[src/rtl/factor_judge_if.sv]
// Game-control handshake bundle between the game controller and the factor judge.
// Controller side drives STATE/QUESTION/SEL/DEC/CLR; responder returns judgement,
// wrong-attempt, HP status codes plus remainder and both HP counters for display.
interface factor_judge_if #(
  parameter int QW = 8
);
  logic [3:0]    STATE;
  logic [QW-1:0] QUESTION;
  logic [2:0]    SEL;
  logic          DEC;
  logic          CLR;
  logic [1:0]    JUDG_OUT;
  logic [1:0]    WRONG_OUT;
  logic [1:0]    HP_OUT;
  logic [QW-1:0] REMAIN;
  logic [2:0]    P_HP;
  logic [2:0]    C_HP;

  modport master (
    output STATE, QUESTION, SEL, DEC, CLR,
    input  JUDG_OUT, WRONG_OUT, HP_OUT, REMAIN, P_HP, C_HP
  );

  modport slave (
    input  STATE, QUESTION, SEL, DEC, CLR,
    output JUDG_OUT, WRONG_OUT, HP_OUT, REMAIN, P_HP, C_HP
  );
endinterface

[src/rtl/factor_judge.sv]
// Responder for the factoring game: holds the question remainder, divides it by the
// selected prime on each DEC rising edge, runs the answer timer and tracks both HPs.
// Ports: CLK, RST (sync, active-high), bus (factor_judge_if.slave). All outputs registered, 1 cycle.
module factor_judge #(
  parameter int QW         = 8,
  parameter int TIME_LIMIT = 250_000_000,
  parameter int HP_INIT    = 3
) (
  input logic           CLK,
  input logic           RST,
  factor_judge_if.slave bus
);

  typedef enum logic [3:0] {
    ST_READY    = 4'b0010,
    ST_QUESTION = 4'b0011,
    ST_INPUT    = 4'b0100,
    ST_DRAW     = 4'b0110,
    ST_WRONG    = 4'b0111,
    ST_GOOD     = 4'b1000,
    ST_OUCH     = 4'b1001,
    ST_WIN      = 4'b1010,
    ST_LOSE     = 4'b1011
  } ctrl_state_e;

  localparam int TW = $clog2(TIME_LIMIT + 1);
  localparam logic [TW-1:0] TLIM   = TW'(TIME_LIMIT);
  localparam logic [2:0]    HP_RST = 3'(HP_INIT);

  logic [3:0]    state_q;
  logic          dec_q, clr_q;
  logic [QW-1:0] remain_q, remain_d;
  logic [QW-1:0] q_latch_q, q_latch_d;
  logic [TW-1:0] timer_q, timer_d;
  logic [1:0]    judg_q, judg_d;
  logic [1:0]    wrong_q, wrong_d;
  logic [1:0]    hp_out_q, hp_out_d;
  logic [2:0]    p_hp_q, p_hp_d;
  logic [2:0]    c_hp_q, c_hp_d;

  logic          dec_edge, clr_edge, entered, expire;
  logic [QW:0]   div_res;

  // Constant-divisor quotient per prime; MSB flags an exact division.
  function automatic logic [QW:0] div_prime(input logic [QW-1:0] v, input logic [2:0] s);
    logic [QW-1:0] q, r;
    case (s)
      3'd0:    begin q = v / QW'(2);  r = v % QW'(2);  end
      3'd1:    begin q = v / QW'(3);  r = v % QW'(3);  end
      3'd2:    begin q = v / QW'(5);  r = v % QW'(5);  end
      3'd3:    begin q = v / QW'(7);  r = v % QW'(7);  end
      3'd4:    begin q = v / QW'(11); r = v % QW'(11); end
      3'd5:    begin q = v / QW'(13); r = v % QW'(13); end
      3'd6:    begin q = v / QW'(17); r = v % QW'(17); end
      default: begin q = v / QW'(19); r = v % QW'(19); end
    endcase
    return {(r == '0), q};
  endfunction

  always_comb begin
    remain_d  = remain_q;
    q_latch_d = q_latch_q;
    timer_d   = timer_q;
    judg_d    = judg_q;
    wrong_d   = wrong_q;
    p_hp_d    = p_hp_q;
    c_hp_d    = c_hp_q;
    dec_edge  = bus.DEC & ~dec_q;
    clr_edge  = bus.CLR & ~clr_q;
    entered   = (bus.STATE != state_q);
    expire    = (timer_q == TLIM - TW'(1));
    div_res   = div_prime(remain_q, bus.SEL);

    case (bus.STATE)
      ST_QUESTION: begin
        remain_d  = bus.QUESTION;
        q_latch_d = bus.QUESTION;
        timer_d   = '0;
        judg_d    = 2'b00;
        wrong_d   = 2'b00;
      end
      ST_INPUT: begin
        // A non-zero judgement freezes the round until the controller moves on.
        if (judg_q == 2'b00) begin
          if (clr_edge) begin
            remain_d = q_latch_q;
          end else if (dec_edge) begin
            if (div_res[QW]) begin
              remain_d = div_res[QW-1:0];
              wrong_d  = 2'b00;
            end else begin
              wrong_d  = 2'b11;
            end
          end
          if (timer_q < TLIM) timer_d = timer_q + TW'(1);
          judg_d = {expire, (remain_d == QW'(1))};
        end
      end
      ST_WRONG: begin
        if (entered) wrong_d = 2'b00;
      end
      ST_READY, ST_DRAW, ST_GOOD, ST_OUCH, ST_WIN, ST_LOSE: begin
        if (state_q == ST_INPUT) judg_d = 2'b00;
        if (entered && bus.STATE == ST_GOOD && c_hp_q != 3'd0) c_hp_d = c_hp_q - 3'd1;
        if (entered && bus.STATE == ST_OUCH && p_hp_q != 3'd0) p_hp_d = p_hp_q - 3'd1;
        if (bus.STATE == ST_READY && (state_q == ST_WIN || state_q == ST_LOSE)) begin
          p_hp_d = HP_RST;
          c_hp_d = HP_RST;
        end
      end
      default: ;
    endcase

    if (c_hp_d == 3'd0)      hp_out_d = 2'b01;
    else if (p_hp_d == 3'd0) hp_out_d = 2'b10;
    else                     hp_out_d = 2'b00;
  end

  always_ff @(posedge CLK) begin
    if (RST) begin
      state_q   <= 4'b0000;
      dec_q     <= 1'b0;
      clr_q     <= 1'b0;
      remain_q  <= '0;
      q_latch_q <= '0;
      timer_q   <= '0;
      judg_q    <= 2'b00;
      wrong_q   <= 2'b00;
      hp_out_q  <= 2'b00;
      p_hp_q    <= HP_RST;
      c_hp_q    <= HP_RST;
    end else begin
      state_q   <= bus.STATE;
      dec_q     <= bus.DEC;
      clr_q     <= bus.CLR;
      remain_q  <= remain_d;
      q_latch_q <= q_latch_d;
      timer_q   <= timer_d;
      judg_q    <= judg_d;
      wrong_q   <= wrong_d;
      hp_out_q  <= hp_out_d;
      p_hp_q    <= p_hp_d;
      c_hp_q    <= c_hp_d;
    end
  end

  assign bus.JUDG_OUT  = judg_q;
  assign bus.WRONG_OUT = wrong_q;
  assign bus.HP_OUT    = hp_out_q;
  assign bus.REMAIN    = remain_q;
  assign bus.P_HP      = p_hp_q;
  assign bus.C_HP      = c_hp_q;

endmodule

[src/flat_wrapper.sv]
// flat-port wrapper written by rule: the top's interface ports become plain ports
module factor_judge_flat 
#(
  parameter int QW         = 8,
  parameter int TIME_LIMIT = 250_000_000,
  parameter int HP_INIT    = 3
)
  (CLK, RST, bus_STATE, bus_QUESTION, bus_SEL, bus_DEC, bus_CLR, bus_JUDG_OUT, bus_WRONG_OUT, bus_HP_OUT, bus_REMAIN, bus_P_HP, bus_C_HP);
  factor_judge_if #(.QW(QW)) bus_i ();
  input logic CLK;
  input logic RST;
  input wire logic [$bits(bus_i.STATE)-1:0] bus_STATE;
  input wire logic [$bits(bus_i.QUESTION)-1:0] bus_QUESTION;
  input wire logic [$bits(bus_i.SEL)-1:0] bus_SEL;
  input wire logic [$bits(bus_i.DEC)-1:0] bus_DEC;
  input wire logic [$bits(bus_i.CLR)-1:0] bus_CLR;
  output wire logic [$bits(bus_i.JUDG_OUT)-1:0] bus_JUDG_OUT;
  output wire logic [$bits(bus_i.WRONG_OUT)-1:0] bus_WRONG_OUT;
  output wire logic [$bits(bus_i.HP_OUT)-1:0] bus_HP_OUT;
  output wire logic [$bits(bus_i.REMAIN)-1:0] bus_REMAIN;
  output wire logic [$bits(bus_i.P_HP)-1:0] bus_P_HP;
  output wire logic [$bits(bus_i.C_HP)-1:0] bus_C_HP;
  assign bus_i.STATE = bus_STATE;
  assign bus_i.QUESTION = bus_QUESTION;
  assign bus_i.SEL = bus_SEL;
  assign bus_i.DEC = bus_DEC;
  assign bus_i.CLR = bus_CLR;
  assign bus_JUDG_OUT = bus_i.JUDG_OUT;
  assign bus_WRONG_OUT = bus_i.WRONG_OUT;
  assign bus_HP_OUT = bus_i.HP_OUT;
  assign bus_REMAIN = bus_i.REMAIN;
  assign bus_P_HP = bus_i.P_HP;
  assign bus_C_HP = bus_i.C_HP;
  factor_judge #(.QW(QW), .TIME_LIMIT(TIME_LIMIT), .HP_INIT(HP_INIT)) u_core (.CLK(CLK), .RST(RST), .bus(bus_i));
endmodule
[config.mk]
export PLATFORM = sky130hd
export DESIGN_NAME = factor_judge_flat
export DESIGN_NICKNAME = d
export VERILOG_FILES = /design/src/rtl/factor_judge_if.sv /design/src/rtl/factor_judge.sv /design/src/flat_wrapper.sv
export SDC_FILE = /design/constraint.sdc
export NUM_CORES = 1
export LEC_CHECK = 0
export CAP_MARGIN = 20
export CORE_MARGIN = 5
export CORE_UTILIZATION = 59
export CTS_BUF_LIST = sky130_fd_sc_hd__clkbuf_16
export DETAILED_ROUTE_END_ITERATION = 8
export PLACE_DENSITY_LB_ADDON = 0.2
export SLEW_MARGIN = 20
export SYNTH_ARGS = -nofsm -noshare
export SYNTH_HDL_FRONTEND = slang
export SYNTH_SLANG_ARGS = --single-unit
[constraint.sdc]
create_clock -name CLK -period 16.9 [get_ports CLK]
set_clock_uncertainty 0.05 [all_clocks]
set_input_delay 2.535 -clock CLK [delete_from_list [all_inputs] [get_ports CLK]]
set_output_delay 2.535 -clock CLK [all_outputs]
set_load 0.02 [all_outputs]
After elaboration in Yosys (flattened, before gate mapping)
Index checks and enable logic that the tools add are counted.
{"block": "word_totals", "out_inout_bits": 20, "inputBits": 19, "wordCells": 112, "reg_bits": 62}
{"block": "classes", "addsub": 3, "n_reduce_logical": 22, "div": 14, "order_cmp": 1, "muxes": 29, "n_eq_ne": 27, "bitwise_logic": 4}
{"cell": "8-bit one-hot mux with 7 select lines", "count": 2}
{"cell": "28-bit two-way mux", "count": 2}
{"cell": "28-bit one-hot mux with 2 select lines", "count": 1}
{"cell": "8-bit two-way mux", "count": 6}
{"cell": "28-bit by 1-bit adder with 28-bit output, second input constant", "count": 1}
{"cell": "28-bit equality test, second input constant", "count": 1}
{"cell": "28-bit less-than comparator, second input constant", "count": 1}
{"cell": "4-bit equality test, second input constant", "count": 6}
{"cell": "3-bit two-way mux", "count": 6}
{"cell": "8-bit by 3-bit divider with 8-bit output, second input constant", "count": 2}
{"cell": "8-bit by 4-bit divider with 8-bit output, second input constant", "count": 2}
{"cell": "8-bit by 5-bit divider with 8-bit output, second input constant", "count": 2}
{"cell": "4-bit by 3-bit equality test with 1-bit output, second input constant", "count": 4}
{"cell": "8-bit by 3-bit modulo with 8-bit output, second input constant", "count": 2}
{"cell": "8-bit by 4-bit modulo with 8-bit output, second input constant", "count": 2}
{"cell": "8-bit by 5-bit modulo with 8-bit output, second input constant", "count": 2}
{"cell": "2-bit two-way mux", "count": 8}
{"cell": "8-bit one-hot mux with 2 select lines", "count": 1}
{"cell": "2-bit one-hot mux with 3 select lines", "count": 2}
{"cell": "3-bit nonzero test", "count": 4}
{"cell": "2-bit by 1-bit inequality test with 1-bit output, second input constant", "count": 5}
{"cell": "3-bit equality test, second input constant", "count": 3}
{"cell": "3-bit zero test", "count": 3}
{"cell": "8-bit by 2-bit divider with 8-bit output, second input constant", "count": 1}
{"cell": "21 further kinds", "count": 31}

Longest topological paths before layout
Gate-level depths: netlist (run 1).
{"block": "depth", "ltp_word": 11, "ltp_mapped": 52, "mapped_depth_nobuf": 50}

Least setup slack after synthesis (run 1)
OpenSTA, ideal clock, no wires.
{"block": "synth_path", "path_type": "input to register", "startpoint": "in bus_SEL[1]", "endpoint": "reg u_core.judg_q[0], in the netlist u_core.bus.JUDG_OUT[0]", "setup_ns": 0.060, "arrival_time_ns": 13.258, "n_path_buf": 2, "setup_slack_ns": 3.533, "t_required_ns": 16.790, "cell_stages": 50, "cell_sequence": "nand2b_1 nor2_1 a21o_1 ha_1 xor2_1 or3_1 o21a_1 ha_1 a21oi_1 nor3_1 a21o_1 ha_1 a211o_1 a21o_1 a22oi_1 a21oi_1 ha_1 and3_1 (+14 left out) nor2_1 o21ai_0 o21ai_0 o311ai_4 xnor2_1 inv_1 fa_1 inv_1 a21oi_1 o21bai_1 xor2_1 or4_1 o32ai_4 and2b_1 buf_6 o21ai_2 a2111oi_2 a41o_1"}
{"block": "synth_via", "elab_chain_len": 11, "elab_cells_between_ends": 18, "classes_between": "eq/ne: 7; mux: 9; reduce/logical: 2"}
{"item": "start, declared", "line": "flat_wrapper.sv:14", "rtl": "input wire logic [$bits(bus_i.SEL)-1:0] bus_SEL;"}
{"item": "3-bit equality test (tied with other cells)", "line": "factor_judge.sv:47", "rtl": "case (s)"}
{"item": "8-bit one-hot mux with 7 select lines", "line": "factor_judge.sv:47"}
{"item": "8-bit zero test", "line": "factor_judge.sv:57", "rtl": "return {(r == '0), q};"}
{"item": "8-bit two-way mux *", "line": "factor_judge.sv:88", "rtl": "if (div_res[QW]) begin"}
{"item": "8-bit two-way mux *", "line": "factor_judge.sv:87", "rtl": "end else if (dec_edge) begin"}
{"item": "8-bit two-way mux *", "line": "factor_judge.sv:85", "rtl": "if (clr_edge) begin"}
{"item": "8-bit two-way mux *", "line": "factor_judge.sv:84", "rtl": "if (judg_q == 2'b00) begin"}
{"item": "8-bit two-way mux *", "line": "factor_judge.sv:74", "rtl": "case (bus.STATE)"}
{"item": "8-bit by 1-bit equality test with 1-bit output *", "line": "factor_judge.sv:96", "rtl": "judg_d = {expire, (remain_d == QW'(1))};"}
{"item": "2-bit two-way mux *", "line": "factor_judge.sv:84"}
{"item": "2-bit one-hot mux with 3 select lines *", "line": "factor_judge.sv:74"}
{"item": "end signal, assigned", "line": "factor_judge.sv:139", "rtl": "judg_q <= judg_d;"}
{"item": "end, declared", "line": "factor_judge.sv:35", "rtl": "logic [1:0] judg_q, judg_d;"}
Every way passes the cells marked *; elsewhere a longest branch is shown, timed or not. The select of a mux whose other input is x is not followed.
A chain may end at the register's enable or synchronous reset.

==> results of run 1 <==
==> area by class of cell <==
class,count,area [um^2],share of cell area
repair buffers,41,402.9,0.07401
clock buffers,9,225.2,0.04137
well taps,102,127.6,0.02344
flip-flops and latches,61,1221,0.2243
multi-input cells,496,3309,0.6079
clock inverters,7,75.07,0.01379
inverters,22,82.58,0.01517
==> worst paths after layout <==
kind | startpoint | cells past startpoint | end | slack [ns]
min | u_core.q_latch_q[4]$_SDFFE_PP0P_ | 2 | u_core.q_latch_q[4]$_SDFFE_PP0P_ | 0.41
min reg2reg | u_core.q_latch_q[4]$_SDFFE_PP0P_ | 2 | u_core.q_latch_q[4]$_SDFFE_PP0P_ | 0.41
max | bus_SEL[1] | 50 | u_core.bus.JUDG_OUT[0]$_SDFFE_PP0P_ | 1.76
max reg2reg | u_core.bus.REMAIN[7]$_SDFFE_PP0P_ | 46 | u_core.bus.JUDG_OUT[0]$_SDFFE_PP0P_ | 4.98
==> registers in the layout, summed over array words and instances, names as in the netlist, 2 cells and up <==
register / cells
u_core.bus.JUDG_OUT: 2
u_core.bus.C_HP: 3
u_core.bus.REMAIN: 8
u_core.q_latch_q: 8
u_core.timer_q: 28
u_core.bus.P_HP: 3
u_core.state_q: 4
u_core.bus.HP_OUT: 2
==> critical path: cells and delay by family <==
family	cells	cell delay (ns)
adders and majority gates	8	2.50
and+or+nand+nor	13	3.31
buffers and inverters	4	0.74
AOI/OAI and AO/OA	21	5.55
xor gates and xnor gates	4	0.72
==> synth_stat cells (11+ instances only) <==
master     n
nand2_1   75
nor2_1    62
dfxtp_1   61
a21oi_1   44
ha_1      29
xor2_1    28
o21ai_0   23
xnor2_1   22
inv_1     21
nand3_1   19
clkbuf_1  18
nor3_1    18
a21o_1    13
nand2b_1  11
==> power groups by stage <==
stage               clock (mW)  combinational, mW  sequential (mW)
detailed placement           0              0.378            0.154
floorplan                    0              0.310            0.153
finish                   0.183              0.383            0.151
global placement             0              0.370            0.154
CTS                      0.185              0.381            0.151
global route             0.193              0.428            0.151
==> placed cells by master (no fill, tap or decap), types with 4 or more instances in the layout <==
master,instances
nand2_1,75
nor2_1,62
dfxtp_1,61
a21oi_1,44
clkdlybuf4s50_1,38
ha_1,29
xor2_1,28
o21ai_0,23
xnor2_1,22
inv_1,21
nand3_1,19
nor3_1,18
a21o_1,13
nand2b_1,11
and3_1,10
nand4_1,10
nor2b_1,10
mux2i_1,9
clkbuf_16,9
or3_1,8
a211oi_1,8
o21bai_1,6
o21a_1,6
and2_1,6
a22oi_1,4
a31oi_1,4
mux2_2,4
o31ai_1,4
==> routing by layer <==
layer | track usage | vias to the layer above | part of all wire | wire, um
li1 | - | 2236 | - | -
met1 | 0.3013 | 2041 | 0.44 | 5168
met2 | 0.4174 | 107 | 0.50 | 5824
met3 | 0.03506 | 28 | 0.034 | 396
met4 | 0.09979 | 0 | 0.020 | 233
met5 | 0 | - | 0 | 0
==> cell families (layout without fill, tap and decap cells) <==
logic type                 count (synthesis)  count (layout)  synth area share
and+or+nand+nor                          250             250            0.2618
AOI/OAI and AO/OA                        151             151            0.2292
DFF                                       61              61            0.2586
xor gates and xnor gates                  50              50           0.09274
buffers and inverters                     47              79           0.04054
adders and majority gates                 31              31           0.08532
muxes                                     14              14           0.03180
==> per-stage QoR <==
step / setup slack [ns] / std cells / hold slack (ns) / util
CTS: 1.836 / 738 / 0.4147 / 0.7009
global placement: 1.974 / 722 / 0.3958 / 0.6622
floorplan: 3.533 / 604 / 0.3832 / -
finish: 1.755 / 738 / 0.4126 / 0.7009
global route: 0.5690 / 738 / 0.4367 / 0.7009
detailed placement: 1.554 / 722 / 0.4011 / 0.6622
==> flow_summary_export.csv, run 1 <==
group,metric,value,unit
timing,finalSetupViolCount,0,
logic_synthesis,synth-warning-count,0,
job,cap_viol_max_count,0,
power,p_switching,0.2907,mW
floorplanning,core-area,7767,um^2
power,power_frac_comb,0.535,
critical_path,cpPeakStageDelay,0.55,ns
logic_synthesis,synth_top_area_cell,"dfxtp_1",
logic_synthesis,synth-edff-count,0,
timing,final_max_slew_viol_count,0,
critical_path,worstPathMaxFanout,9,
global_route,grt_pass1_wl,19890,um
floorplanning,die_w,99.46,um
logic_synthesis,synth_seq_cells,61,
layout,nFillCells,643,
timing,post-route-min-period,15.14,ns
logic_synthesis,ys_types,75,
clock_network,cts.hold.buffers_added,0,
power,power_frac_clock,0.255,
timing,hold_viol_final,0,
routing,ant_nets,0,
logic_synthesis,async_reset_ff_frac,0,
routing,dr.pass1.iters,5,
clock_network,cts_root_buffer,"clkbuf_16",
logic_synthesis,synth_area_per_cell,7.818,um^2
timing,fin_setup_tns,0,ns
routing,drc,0,
global_route,grt_max_degree,32,
logic_synthesis,syn-num-nets,654,
logic_synthesis,syn_area,4722,um^2
power,power,0.7171,mW
timing,grt_setup_unrepaired,"no",
floorplanning,die_area,9892,um^2
logic_synthesis,ys_seq_area_frac,0.2586,
timing,post-route-period-util,0.8961,
clock_network,cts_resized,0,
routing,wl_per_cell,15.75,um
timing,tightest_slew,0.8769,ns
power,p_leak,2.194,nW
layout,nets,681,
critical_path,required,17.12,ns
place,portBuffers,38,
logic_synthesis,syn-instance-count,604,
power,intPower,0.4264,mW
logic_synthesis,netlist.area_leader.share,0.2586,
logic_synthesis,synth_flop_cell,"dfxtp_1",
clock_network,path_clk_slew,0.06,ns
power,switching_share,0.4054,
critical_path,crit_type,"in2reg",
layout,syn_to_final_growth,15.29,%
global_route,grt_pass1_vias,4354,
critical_path,crit_arrival,15.36,ns
floorplanning,io_pins,39,
global_route,antenna_found_initial,0,
outcome,status,"completed",
place,dpl-instance-area,5144,um^2
global_route,overflow,0,
clock_network,cts_setup_buffers,0,
routing,wl,11620,um
worst_hold_path,min-delay-path-class,"reg2reg",
clock_network,clk_path_buf_depth,2,
floorplanning,std_cell_rows,32,
place,place.gp.congestion,0.9273,
floorplanning,initial_utilization,0.6079,
layout,drive_gt1_frac,0.06447,
place,place_hpwl,8706,um
clock_network,h-tree-depth,3,
global_route,grt_use_total,0.2420,
layout,stdcell_area,5444,um^2
routing,vias_per_cell,5.978,
routing,vias,4412,
clock_network,cts_tree,"done",
logic_synthesis,synthTopCellsByArea,"dfxtp_1 26%, ha_1 7.7%, nand2_1 6.0%",
clock_network,clock_latency,0.33,ns
timing,slew_headroom,0.4140,
timing,max_freq,66.03,MHz
power,max-vdd-ir-drop,87.56,uV
critical_path,cpMostUsedCell,"ha_1",
clock_network,clkSinkCount,61,
clock_network,cts_made_buffers,9,
power,p_per_area,131.7,nW/um^2
critical_path,end_kind,"flip-flop",
power,pwr-share-seq,0.210,
floorplanning,die_y,99.46,um
critical_path,crit_slowest_cell,"or4_1",
critical_path,cp-start-kind,"input port",
layout,n_antenna_cell,0,
routing,drt_first_iter_violations,302,
Note: power is estimated with default switching activity, not from simulation.
==> inputs of run 2 (changes only) <==
- CORE_ASPECT_RATIO: unset -> 0.5
- GPL_TIMING_DRIVEN: unset -> 0
- SLEW_MARGIN: 20 -> 40
==> run 2 against run 1 <==
- die area is 1.1% higher
- utilization grew 0.53 points
- via count rose by 3.1%
- combinational power barely moved
- final cell count grew 4.2%
- routed wire length is 0.33% lower
- flip-flop and latch count did not move
- setup slack got worse by 0.34 ns
- largest power group unchanged
- highest routed layer unchanged
==> flow_summary_export.csv, run 2 (same netlist as run 1, synthesis figures left out) <==
group,metric,value,unit
outcome,status,"completed",
routing,wl_met3,550,um
clock_network,cts_resized,0,
clock_network,cts.hold.buffers_added,0,
power,pwr-share-seq,0.202,
global_route,grt_max_degree,11,
routing,vias_per_cell,5.917,
routing,ant_nets,0,
clock_network,cts_setup_buffers,0,
layout,stdcell_count,769,
timing,finalSetupViolCount,0,
floorplanning,std_cell_rows,23,
critical_path,cp-start-kind,"input port",
timing,slew_headroom,0.5239,
clock_network,cts_made_buffers,9,
timing,post-route-min-period,15.49,ns
place,place.gp.congestion,0.8603,
clock_network,path_clk_slew,0.05,ns
clock_network,clk_path_buf_depth,2,
routing,drc,0,
timing,fin_setup_tns,0,ns
critical_path,cpPeakStageDelay,0.55,ns
place,portBuffers,37,
place,dpl-instance-area,5238,um^2
routing,wl_per_cell,15.07,um
critical_path,end_kind,"flip-flop",
layout,nets,702,
routing,route.met2.wl,5508,um
floorplanning,die_w,136.5,um
timing,grt_setup_unrepaired,"no",
floorplanning,die_area,10000,um^2
clock_network,cts_tree,"done",
layout,syn_to_final_growth,17.91,%
global_route,grt_pass1_vias,4282,
floorplanning,io_pins,39,
timing,max_freq,64.58,MHz
timing,post-route-period-util,0.9163,
clock_network,cts_root_buffer,"clkbuf_16",
power,power_frac_comb,0.520,
place,place_hpwl,8347,um
layout,largest_reg_flops,28,
layout,drive_gt1_frac,0.06088,
layout,n_antenna_cell,0,
floorplanning,die_y,73.26,um
critical_path,required,17.11,ns
timing,hold_viol_final,0,
critical_path,worstPathMaxFanout,9,
layout,layout_commonest_cell,"nand2_1",
power,power,0.7374,mW
routing,vias,4550,
critical_path,cpMostUsedCell,"ha_1",
routing,dr.pass1.iters,5,
routing,drt-met1-wl,5356,um
routing,drt_first_iter_violations,275,
clock_network,h-tree-depth,3,
floorplanning,initial_utilization,0.5989,
global_route,overflow,0,
global_route,grt_use_total,0.2388,
layout,utilization,0.7061,
layout,stdcell_area,5568,um^2
floorplanning,core-area,7885,um^2
routing,highest_layer,"met4",
timing,tightest_slew,0.7142,ns
place,place_inst,753,
power,max-vdd-ir-drop,85.92,uV
global_route,antenna_found_initial,0,
layout,top_register,"u_core.timer_q",
critical_path,crit_slowest_cell,"clkdlybuf4s50_1",
job,cap_viol_max_count,0,
worst_hold_path,min-delay-path-class,"reg2reg",
global_route,grt_pass1_wl,19420,um
power,p_switching,0.2825,mW
power,p_per_area,132.4,nW/um^2
routing,wl,11590,um
layout,final_cell_mix,"75 x nand2_1, 62 x nor2_1, 61 x dfxtp_1",
power,p_leak,2.250,nW
power,power_frac_clock,0.277,
timing,final_max_slew_viol_count,0,
critical_path,crit_type,"in2reg",
place,pre_cts_ws,1.327,ns
clock_network,clkSinkCount,61,
power,intPower,0.4549,mW
timing,worst_slack,1.415,ns
critical_path,crit_arrival,15.70,ns
timing,whs,0.4025,ns
clock_network,clock_latency,0.33,ns
power,switching_share,0.3831,
[run 2: cell count changes in the layout (fill, tap and decap cells not counted), sizes merged]
cell,previous run,this run
buf,3,7
bufinv,1,3
clkbuf,9,27
clkdlybuf4s50,38,37
clkinv,2,3
clkinvlp,3,0
[run 2: cell type report]
| cell class | count | area [um^2] |
|---|---|---|
| fillers | 654 | 2317 |
| inverters | 22 | 82.58 |
| plain buffers | 25 | 108.9 |
| repair buffers | 37 | 370.4 |
| multi-input cells | 496 | 3314 |
| clock inverters | 7 | 105.1 |
| well taps | 112 | 140.1 |
| flip-flops and latches | 61 | 1221 |
| clock buffers | 9 | 225.2 |
[run 2: worst paths after layout]
kind                                               to  cells after the start                              start  slack, ns
setup / recovery  u_core.bus.JUDG_OUT[0]$_SDFFE_PP0P_                     52                         bus_SEL[1]       1.41
hold reg to reg      u_core.q_latch_q[0]$_SDFFE_PP0P_                      2   u_core.q_latch_q[0]$_SDFFE_PP0P_       0.40
hold / removal       u_core.q_latch_q[0]$_SDFFE_PP0P_                      2   u_core.q_latch_q[0]$_SDFFE_PP0P_       0.40
setup reg to reg  u_core.bus.JUDG_OUT[0]$_SDFFE_PP0P_                     49  u_core.bus.REMAIN[7]$_SDFFE_PP0P_       4.64
[run 2: power groups by stage]
| stage | Sequential (mW) | Combinational (mW) | Clock [mW] |
|---|---|---|---|
| 6_report | 0.149 | 0.384 | 0.205 |
| 5_1_grt | 0.149 | 0.426 | 0.213 |
| 4_1_cts | 0.149 | 0.379 | 0.206 |
| 3_5_place_dp | 0.152 | 0.375 | 0 |
| 3_3_place_gp | 0.152 | 0.369 | 0 |
| 2_1_floorplan | 0.153 | 0.310 | 0 |
[run 2: routing by layer]
metal,global-route usage,up-vias
met3,0.04241,17
met5,0,-
li1,-,2266
met4,0.07486,0
met2,0.4198,120
met1,0.3014,2147
[run 2: worst max-delay path, delay by kind of cell]
family | cells | cell delay, ns
fa+ha+maj | 8 | 2.54
compound gates | 21 | 5.66
xor+xnor | 4 | 0.73
simple gates | 13 | 3.06
buf+inv | 6 | 1.16
